**src/rtl/xg_pkg.sv**
```systemverilog
// Shared types and helpers for the 10G tester TX path: FSM state, arbitration
// mode encodings and the round-robin next-grant search.
package xg_pkg;

    typedef enum logic {
        IDLE = 1'b0,
        XFER = 1'b1
    } arb_state_e;

    localparam logic MODE_RR   = 1'b0;
    localparam logic MODE_PRIO = 1'b1;

    localparam int MAX_CH = 16;

    // First eligible channel after 'last', wrapping modulo n; returns 'last' if none.
    function automatic logic [3:0] rr_next(input logic [MAX_CH-1:0] elig,
                                           input logic [3:0]        last,
                                           input int                n);
        logic [3:0] res;
        logic       found;
        int         idx;
        res   = last;
        found = 1'b0;
        for (int k = 1; k <= MAX_CH; k++) begin
            idx = (int'(last) + k) % n;
            if (!found && k <= n && elig[idx[3:0]]) begin
                found = 1'b1;
                res   = idx[3:0];
            end
        end
        return res;
    endfunction

endpackage

```
**src/rtl/axis_skid_reg.sv**
```systemverilog
// Two-entry AXI-Stream register slice: full throughput, and s_tready depends
// only on local flops so there is no combinational path from m_tready.
module axis_skid_reg #(
    parameter int DATA_W = 64,
    parameter int KEEP_W = DATA_W/8
) (
    input  logic              clk,
    input  logic              reset_n,
    input  logic [DATA_W-1:0] s_tdata,
    input  logic [KEEP_W-1:0] s_tkeep,
    input  logic              s_tlast,
    input  logic              s_tvalid,
    output logic              s_tready,
    output logic [DATA_W-1:0] m_tdata,
    output logic [KEEP_W-1:0] m_tkeep,
    output logic              m_tlast,
    output logic              m_tvalid,
    input  logic              m_tready
);

    logic [DATA_W-1:0] out_data_q, out_data_d, skd_data_q, skd_data_d;
    logic [KEEP_W-1:0] out_keep_q, out_keep_d, skd_keep_q, skd_keep_d;
    logic              out_last_q, out_last_d, skd_last_q, skd_last_d;
    logic              out_vld_q, out_vld_d, skd_vld_q, skd_vld_d;
    logic              pop, push;

    assign pop  = out_vld_q & m_tready;
    assign push = s_tvalid & ~skd_vld_q;

    always_comb begin
        out_data_d = out_data_q;
        out_keep_d = out_keep_q;
        out_last_d = out_last_q;
        out_vld_d  = out_vld_q;
        skd_data_d = skd_data_q;
        skd_keep_d = skd_keep_q;
        skd_last_d = skd_last_q;
        skd_vld_d  = skd_vld_q;
        if (skd_vld_q) begin
            // Input is stalled while the spare entry is full; drain it first.
            if (pop) begin
                out_data_d = skd_data_q;
                out_keep_d = skd_keep_q;
                out_last_d = skd_last_q;
                skd_vld_d  = 1'b0;
            end
        end else if (push) begin
            if (!out_vld_q || pop) begin
                out_data_d = s_tdata;
                out_keep_d = s_tkeep;
                out_last_d = s_tlast;
                out_vld_d  = 1'b1;
            end else begin
                skd_data_d = s_tdata;
                skd_keep_d = s_tkeep;
                skd_last_d = s_tlast;
                skd_vld_d  = 1'b1;
            end
        end else if (pop) begin
            out_vld_d = 1'b0;
        end
    end

    always_ff @(posedge clk or negedge reset_n) begin
        if (!reset_n) begin
            out_data_q <= '0;
            out_keep_q <= '0;
            out_last_q <= 1'b0;
            out_vld_q  <= 1'b0;
            skd_data_q <= '0;
            skd_keep_q <= '0;
            skd_last_q <= 1'b0;
            skd_vld_q  <= 1'b0;
        end else begin
            out_data_q <= out_data_d;
            out_keep_q <= out_keep_d;
            out_last_q <= out_last_d;
            out_vld_q  <= out_vld_d;
            skd_data_q <= skd_data_d;
            skd_keep_q <= skd_keep_d;
            skd_last_q <= skd_last_d;
            skd_vld_q  <= skd_vld_d;
        end
    end

    assign s_tready = ~skd_vld_q;
    assign m_tdata  = out_data_q;
    assign m_tkeep  = out_keep_q;
    assign m_tlast  = out_last_q;
    assign m_tvalid = out_vld_q;

endmodule

```
**src/rtl/axis_frame_arb.sv**
```systemverilog
// Frame-atomic AXI-Stream arbiter (round-robin or strict priority) feeding the
// XGMAC TX queue. Define AXIS_FRAME_ARB_STATS_EN to build per-channel frame counters.
module axis_frame_arb
    import xg_pkg::*;
#(
    parameter int CHANNELS = 4,
    parameter int DATA_W   = 64,
    parameter int KEEP_W   = DATA_W/8,
    parameter int CNT_W    = 32
) (
    input  logic                          clk,
    input  logic                          reset_n,
    input  logic [CHANNELS*DATA_W-1:0]    s_tdata,
    input  logic [CHANNELS*KEEP_W-1:0]    s_tkeep,
    input  logic [CHANNELS-1:0]           s_tvalid,
    input  logic [CHANNELS-1:0]           s_tlast,
    output logic [CHANNELS-1:0]           s_tready,
    output logic [DATA_W-1:0]             m_tdata,
    output logic [KEEP_W-1:0]             m_tkeep,
    output logic                          m_tvalid,
    output logic                          m_tlast,
    input  logic                          m_tready,
    input  logic                          mode,
    input  logic [CHANNELS-1:0]           chan_enable,
    output logic                          busy,
    output logic [$clog2(CHANNELS)-1:0]   cur_chan,
    input  logic                          stats_clear,
    output logic [CHANNELS*CNT_W-1:0]     frame_cnt
);

    localparam int CH_W = $clog2(CHANNELS);

    arb_state_e          state_q, state_d;
    logic [CH_W-1:0]     grant_q, grant_d;
    logic [CHANNELS-1:0] elig;
    logic [MAX_CH-1:0]   elig_ext;
    logic [CH_W-1:0]     rr_pick, prio_pick;
    logic                in_valid, in_acc, skid_rdy;
    logic [DATA_W-1:0]   in_tdata;
    logic [KEEP_W-1:0]   in_tkeep;
    logic                in_tlast;
    logic [CHANNELS-1:0] ch_done;

    assign elig = s_tvalid & chan_enable;

    always_comb begin
        elig_ext                 = '0;
        elig_ext[CHANNELS-1:0]   = elig;
    end

    // grant_q doubles as last_grant, so the search resumes one past it.
    assign rr_pick = CH_W'(rr_next(elig_ext, 4'(grant_q), CHANNELS));

    always_comb begin
        prio_pick = '0;
        for (int i = CHANNELS-1; i >= 0; i--) begin
            if (elig[i]) prio_pick = CH_W'(i);
        end
    end

    assign in_valid = (state_q == XFER) & s_tvalid[grant_q];
    assign in_tdata = s_tdata[int'(grant_q)*DATA_W +: DATA_W];
    assign in_tkeep = s_tkeep[int'(grant_q)*KEEP_W +: KEEP_W];
    assign in_tlast = s_tlast[grant_q];
    assign in_acc   = in_valid & skid_rdy;

    always_comb begin
        s_tready = '0;
        if (state_q == XFER) s_tready[grant_q] = skid_rdy;
    end

    always_comb begin
        state_d = state_q;
        grant_d = grant_q;
        case (state_q)
            IDLE: begin
                if (|elig) begin
                    grant_d = (mode == MODE_PRIO) ? prio_pick : rr_pick;
                    state_d = XFER;
                end
            end
            XFER: begin
                if (in_acc && in_tlast) state_d = IDLE;
            end
            default: state_d = IDLE;
        endcase
    end

    always_ff @(posedge clk or negedge reset_n) begin
        if (!reset_n) begin
            state_q <= IDLE;
            grant_q <= CH_W'(CHANNELS-1);
        end else begin
            state_q <= state_d;
            grant_q <= grant_d;
        end
    end

    axis_skid_reg #(
        .DATA_W (DATA_W),
        .KEEP_W (KEEP_W)
    ) u_skid (
        .clk      (clk),
        .reset_n  (reset_n),
        .s_tdata  (in_tdata),
        .s_tkeep  (in_tkeep),
        .s_tlast  (in_tlast),
        .s_tvalid (in_valid),
        .s_tready (skid_rdy),
        .m_tdata  (m_tdata),
        .m_tkeep  (m_tkeep),
        .m_tlast  (m_tlast),
        .m_tvalid (m_tvalid),
        .m_tready (m_tready)
    );

    assign busy     = (state_q == XFER);
    assign cur_chan = grant_q;
    assign ch_done  = s_tvalid & s_tready & s_tlast;

`ifdef AXIS_FRAME_ARB_STATS_EN
    logic [CHANNELS-1:0][CNT_W-1:0] cnt_q, cnt_d;

    always_comb begin
        cnt_d = cnt_q;
        for (int i = 0; i < CHANNELS; i++) begin
            if (stats_clear) begin
                cnt_d[i] = '0;
            end else if (ch_done[i] && cnt_q[i] != {CNT_W{1'b1}}) begin
                cnt_d[i] = cnt_q[i] + 1'b1;
            end
        end
    end

    always_ff @(posedge clk or negedge reset_n) begin
        if (!reset_n) cnt_q <= '0;
        else          cnt_q <= cnt_d;
    end

    assign frame_cnt = cnt_q;
`else
    logic unused_stats;
    assign unused_stats = stats_clear | (|ch_done);
    assign frame_cnt    = '0;
`endif

endmodule

```
**config.mk**
```make
export PLATFORM = sky130hd
export DESIGN_NAME = axis_frame_arb
export DESIGN_NICKNAME = d
export VERILOG_FILES = /design/src/rtl/xg_pkg.sv /design/src/rtl/axis_skid_reg.sv /design/src/rtl/axis_frame_arb.sv
export SDC_FILE = /design/constraint.sdc
export NUM_CORES = 1
export LEC_CHECK = 0
export ABC_AREA = 0
export CORE_AREA = 2 2 197 199
export DETAILED_ROUTE_END_ITERATION = 10
export DIE_AREA = 0 0 199 201
export HOLD_SLACK_MARGIN = 0.06
export MAX_ROUTING_LAYER = met4
export PLACE_DENSITY = 0.64
export SLEW_MARGIN = 20
export SYNTH_ARGS = -nofsm -noshare
export SYNTH_HDL_FRONTEND = slang
export SYNTH_SLANG_ARGS = --single-unit
```
**constraint.sdc**
```tcl
create_clock -name clk -period 2.7 [get_ports clk]
set_clock_uncertainty 0.15 [all_clocks]
set_input_delay 0.27 -clock clk [delete_from_list [all_inputs] [get_ports clk]]
set_output_delay 0.27 -clock clk [all_outputs]
set_load 0.02 [all_outputs]
```
# [Word level (Yosys, flattened, before mapping)]
# Cells that the tools add are included.
[totals] register_bits=151 input_bits=305 output_inout_bits=209 word_cells=108
[classes] n_addsub=4 order_cmp=6 eq_ne=2 shift=2 n_mux=49 bitwise_logic=12 n_reduce_logical=23
[op_table] operator="64-bit 2-to-1 mux" n=4
[op_table] operator="256-bit by 9-bit indexed part select with 64-bit output" n=1
[op_table] operator="8-bit 2-to-1 mux" n=4
[op_table] operator="32-bit by 6-bit indexed part select with 8-bit output" n=1
[op_table] operator="1-bit 2-to-1 mux" n=23
[op_table] operator="4-bit by 5-bit less-than comparator with 1-bit output (second input constant)" n=4
[op_table] operator="2-bit 2-to-1 mux" n=9
[op_table] operator="1-bit binary-select mux with 3-bit select" n=4
[op_table] operator="3-bit AND reduction" n=4
[op_table] operator="4-bit bitwise AND" n=2
[op_table] operator="2-bit OR reduction" n=4
[op_table] operator="2-bit nonzero test" n=3
[op_table] operator="1-bit logical AND" n=5
[op_table] operator="5-bit nonzero test" n=1
[op_table] operator="2-bit by 1-bit adder with 2-bit output (second input constant)" n=2
[op_table] operator="2-bit adder (second input constant)" n=2
[op_table] operator="1-bit bitwise AND (first input constant)" n=4
[op_table] operator="1-bit binary-select mux with 2-bit select" n=2
[op_table] operator="1-bit zero test" n=4
[op_table] operator="4-bit 2-to-1 mux" n=1
[op_table] operator="4-bit OR reduction" n=1
[op_table] operator="1-bit bitwise AND" n=3
[op_table] operator="2-bit by 3-bit less-than comparator with 1-bit output (second input constant)" n=1
[op_table] operator="1-bit NOT" n=3
[op_table] operator="other kinds (6)" n=6

# [Longest topological paths before layout]
[logic_depth] ltp_word=16 ltp_mapped=9 ltp_nobuf=7

# [Cells and area by module]
# A second synthesis with hierarchy kept.
[hier_totals] cells_unflattened=673 hier_area_um2=9524.1
[by_module_without_submodules] module="axis_skid_reg" instances=1 cells_each=399 area_each_um2=6347.3 seq_area_each_um2=3703.6
[by_module_without_submodules] module="axis_frame_arb" instances=1 cells_each=274 area_each_um2=3176.8 seq_area_each_um2=77.6

# [Worst setup path before layout]
# Ideal clock, no wire load.
[synth_path] path_type="register -> register" from="register grant_q[0] (netlist: cur_chan[0])" to="register grant_q[1] (netlist: cur_chan[1])" setup_time_ns=0.082 arrival_ns=2.296 t_required_ns=2.468 path_slack_ns=0.172 path_stages_with_launch=10 path_buffers=2 cell_sequence="dfstp_2 > buf_2 > buf_2 > inv_1 > ha_1 > and4b_1 > a211o_2 > o22ai_1 > o31ai_1 > a22oi_1"
[synth_via] elab_chain_cells=16 word_cells_on_any_way=36 classes_between="add/sub (4); mux (16); bitwise (4); reduce/logical (12)"
[synth_lines] element="start, declared" line_no="axis_frame_arb.sv:34" rtl="logic [CH_W-1:0] grant_q, grant_d;"
[synth_lines] element="start signal, assigned" line_no="axis_frame_arb.sv:92" rtl="grant_q <= CH_W'(CHANNELS-1);"
[synth_lines] element="start signal, assigned" line_no="axis_frame_arb.sv:95" rtl="grant_q <= grant_d;"
[synth_lines] element="2-bit by 1-bit adder with 2-bit output" line_no="xg_pkg.sv:25" rtl="idx = (int'(last) + k) % n;"
[synth_lines] element="2-bit OR reduction (no line)"
[synth_lines] element="1-bit bitwise AND (no line)"
[synth_lines] element="1-bit binary-select mux with 3-bit select" line_no="xg_pkg.sv:26" rtl="if (!found && k <= n && elig[idx[3:0]]) begin"
[synth_lines] element="1-bit 2-to-1 mux (not written as such)" line_no="xg_pkg.sv:26"
[synth_lines] element="1-bit 2-to-1 mux" line_no="xg_pkg.sv:26"
[synth_lines] element="1-bit zero test" line_no="xg_pkg.sv:26"
[synth_lines] element="1-bit logical AND" line_no="xg_pkg.sv:26"
[synth_lines] element="1-bit 2-to-1 mux" line_no="xg_pkg.sv:26"
[synth_lines] element="1-bit zero test" line_no="xg_pkg.sv:26"
[synth_lines] element="1-bit logical AND" line_no="xg_pkg.sv:26"
[synth_lines] element="1-bit 2-to-1 mux" line_no="xg_pkg.sv:26"
[synth_lines] element="1-bit zero test" line_no="xg_pkg.sv:26"
[synth_lines] element="1-bit logical AND" line_no="xg_pkg.sv:26"
[synth_lines] element="5-bit nonzero test (no line) or 2-bit 2-to-1 mux (tied branches)"
[synth_lines] element="3-bit AND reduction (no line) or 2-bit 2-to-1 mux (tied branches)"
# Several ways; a longest one is shown, not always the timed one. The select of a mux whose other input is x is not followed.
# A chain may end at the register's enable or synchronous reset.

# [Worst setup path in the final report]
[layout_path] from="register grant_q[1] (netlist: cur_chan[1])" to="output s_tready[0]"
[layout_via] elab_chain_cells=6 word_cells_on_any_way=7 classes_between="order compare (2); mux (3); bitwise (1); reduce/logical (1)"
[layout_lines] element="2-bit by 3-bit less-than comparator with 1-bit output (not written as such) or 2-bit by 1-bit greater-or-equal comparator with 1-bit output (tied branches)" line_no="axis_frame_arb.sv:69" rtl="if (state_q == XFER) s_tready[grant_q] = skid_rdy;"
[layout_lines] element="1-bit logical AND (not written as such)" line_no="axis_frame_arb.sv:69"
[layout_lines] element="1-bit 2-to-1 mux (not written as such)" line_no="axis_frame_arb.sv:69"
[layout_lines] element="1-bit demux with 2-bit select (*)" line_no="axis_frame_arb.sv:69"
[layout_lines] element="4-bit bitwise AND (no line) (*)"
[layout_lines] element="4-bit 2-to-1 mux (*)" line_no="axis_frame_arb.sv:69"
[layout_lines] element="end, declared" line_no="axis_frame_arb.sv:17" rtl="output logic [CHANNELS-1:0] s_tready,"
# Mark *: on every way between the ends. The rest lies on a longest branch, timed or not.

==> out/qor.yml <==
placement:
  dp_hpwl_um: 20500
  pre_cts_ws_ns: 0.229
  io_buffers: 384
  gp_congestion: 0.809
  place_inst: 1635
power_and_ir_drop:
  powerDensity_nw_per_um2: 1070
  vdd_drop_max_v: 0.000578
  pwr-share-clk_pct: 15.6
  power.internal_mw: 9.02
  pwr-share-comb_pct: 56.6
  switchingPower_mw: 5.89
  swShare_pct: 39.5
  seq_power_share_pct: 27.8
  leakagePower_nw: 5.67
clocking:
  numCtsBuffers: 17
  cts-root-buf: "clkbuf_16"
  clk_latency_ns: 0.42
  postCtsSetupBuffers: 0
  cts.clk_slew.worst_paths_ns: 0.07
  htree_levels: 4
  cts_tree: "done"
  cts.sinks: 151
  clk_path_buf_depth: 2
timing:
  finalMaxSlewViolations: 0
  fin_setup_tns_ns: 0
  finalSetupViolCount: 0
  clock.fmax_mhz: 396
  layout_setup_ws_ns: 0.172
  worst_pin_slew_ns: 0.693
  relSlewSlack_pct: 53.8
  period_share_pct: 93.6
  finalHoldViolCount: 0
  final.min_clock_period_ns: 2.53
  rsz0062_at_grt: "no"
yosys:
  synthAdderAreaFrac_pct: 0.535
  synth_top_family_by_area: "multiplexers"
  synthMuxAreaShare_pct: 34.5
  netlist_area_um2: 9360
  seq_area_frac_synth_pct: 40.4
  synth_cells: 767
  synthSimpleGateAreaFrac_pct: 4.59
  yosysWarnings: 0
  synth_compound_area_share_pct: 6.38
  syn_avg_cell_area_um2: 12.2
  synth-xor-area-share_pct: 0
  synth_seq_cells: 151
  synthDistinctLibCells: 40
setup_path:
  regToRegStartpoint: "cur_chan[1]"
  path_max_fanout: 11
  reg2reg_depth: 4
  crit_arrival_ns: 2.11
  ff2ff_setup_slack_ns: 0.28
  critPathKind: "register to output port"
  r2r-end: "u_skid.skd_data_q[5]"
  start_kind: "register"
  worst_setup_path_end_kind: "output port"
  required_ns: 2.28
min_path:
  hp-class: "input port to register"
  min-delay-start: "m_tready"
  min_path_cells: 2
  whs_endpoint: "u_skid.skd_vld_q"
layout:
  fill_cells: 3790
  syn_to_final_growth_pct: 49.0
  multi_input_area_um2: 4790
  nets: 1446
  final_common_cell: "clkdlybuf4s50_1"
  final_cell_mix: "383 x clkdlybuf4s50_1, 148 x dfrtp_1, 128 x conb_1, 80 x a21oi_1, 75 x mux4_2"
  drive_above_1_share_pct: 17.8
  instances_no_fill: 1672
  register_area_um2: 3790
floorplanning:
  die_area_um2: 40000
  core_um2: 38100
  die_y_um: 201
  fp.dieW_um: 199
  pin_count: 514
  rows: 72
  initial_core_util_pct: 24.6
run_status:
  outcome: "finished clean"
routing:
  wirelength_um: 26600
  drc: 0
  post_drt_wl_per_cell_um: 15.9
  final_antenna_net_count: 0
  via_per_inst: 4.32
  drt_first_iter_violations: 203
  drt-pass1-iter-count: 5
  via_count: 7218
grt:
  gr-total-overflow: 0
  grt_max_degree: 78
  grt_usage_pct: 13.5
  first_global_vias: 7462
  antenna_found_initial: 5
  grt_pass1_wl_um: 40200
flow_run:
  maxCapViolCount: 0
==> cells in the mapped netlist <==
cell type    n  area share, %
nor2b_1      3           0.20
nand4_4      1           0.23
o31ai_1      2           0.16
a32oi_1      1          0.094
dfrtp_1    149             40
nand2_1      9           0.36
and4b_1      1           0.11
dfstp_2      2           0.56
mux2_2      71            8.5
nor3b_1      1          0.080
a31oi_1      4           0.27
a21boi_0     1          0.080
o21ai_0      6           0.32
a21oi_1     80            4.3
o32a_1       1           0.11
conb_1       1          0.040
mux2_1       2           0.24
ha_1         4           0.53
buf_1        4           0.16
clkbuf_1     9           0.36
nor2_1      74            3.0
a22oi_1      3           0.24
o2111ai_1    1          0.094
buf_4      143             11
nand3_1      3           0.16
and3_1       1          0.067
mux4_2      75             18
a22o_2       1           0.11
o211ai_1     1          0.080
a22oi_2      1           0.13
inv_1        6           0.24
mux2i_1     72            7.7
a211oi_1     1          0.080
and2_1       5           0.33
o22ai_1      2           0.13
nand3b_1     1          0.080
a211o_2      1           0.11
a211o_1      1          0.094
buf_6        1           0.12
buf_2       22            1.2
==> power by group through the flow <==
stage,Sequential [mW],Combinational [mW],Clock [mW]
4_1_cts,4.16,8.59,2.44
6_report,4.15,8.44,2.33
3_3_place_gp,4.13,8.43,0
5_1_grt,4.32,9.19,2.54
2_1_floorplan,4.72,5.19,0
3_5_place_dp,4.20,8.57,0
==> flip-flops by register name, indices dropped and copies added (netlist names) <==
| signal | flops |
|---|---|
| u_skid.m_tvalid | 1 |
| u_skid.m_tlast | 1 |
| u_skid.m_tdata | 64 |
| u_skid.skd_last_q | 1 |
| u_skid.skd_data_q | 64 |
| u_skid.skd_keep_q | 8 |
| u_skid.skd_vld_q | 1 |
| cur_chan | 2 |
| busy | 1 |
| u_skid.m_tkeep | 8 |
==> worst max-delay path, cell delays in order (launching register included) <==
cell and delay, ns:
dfstp_4 0.70, inv_1 0.12, ha_1 0.19, and2_1 0.13
clkdlybuf4s50_1 0.54
==> how the worst max path moves through the flow <==
stage	start	to	slack, ns	cells past startpoint
floorplan	cur_chan[0]	cur_chan[1]	0.17	9
global placement	s_tvalid[1]	u_skid.skd_data_q[13]	0.27	5
detailed placement	s_tvalid[1]	u_skid.m_tkeep[6]	0.23	7
CTS	busy	s_tready[2]	0.03	3
global route	cur_chan[1]	s_tready[0]	0.06	4
finish	cur_chan[1]	s_tready[0]	0.17	4
==> repair_timing <==
| action | CTS | global route |
|---|---|---|
| setup endpoints to repair | 0 | 4 |
| hold buffers | 1 | 0 |
| endpoints found under the hold margin | 64 | 0 |
| resized for setup | 0 | 1 |
==> through the flow <==
step | utilization [%] | hold WS [ns] | area [um^2] | power, mW
final | 36.6 | 0.266 | 13900 | 14.9
after global routing | 36.6 | 0.262 | 13900 | 16.1
after floorplan | - | -0.176 | 9840 | 9.92
after detailed placement | 35.0 | 0.201 | 13300 | 12.8
after global placement | 35.0 | 0.191 | 13300 | 12.6
after CTS | 36.6 | 0.240 | 13900 | 15.2
==> routing by layer <==
layer,wire [um],track usage (%),up-vias
met1,10300,15.1,3592
met3,1980,3.60,23
met4,378,3.41,0
met2,13900,23.7,309
li1,-,-,3294
met5,0,-,-
==> cell type report <==
class                      instances  area share [%]
inverter                           6           0.162
antenna                            4          0.0718
timing repair buffer             403            29.4
tap                              518            4.65
multi-input combinational        558            34.4
clock buffer                      20            3.35
clock inverter                    12           0.772
sequential                       151            27.2
==> cell families (layout without fill, tap and decap cells) <==
family	count (synthesis)	in the layout
compound gates	107	107
simple gates	99	99
other cells	1	132
buf+inv	185	441
flops	151	151
fa+ha+maj	4	4
mux	220	220
Power figures use the tool's default switching activity.
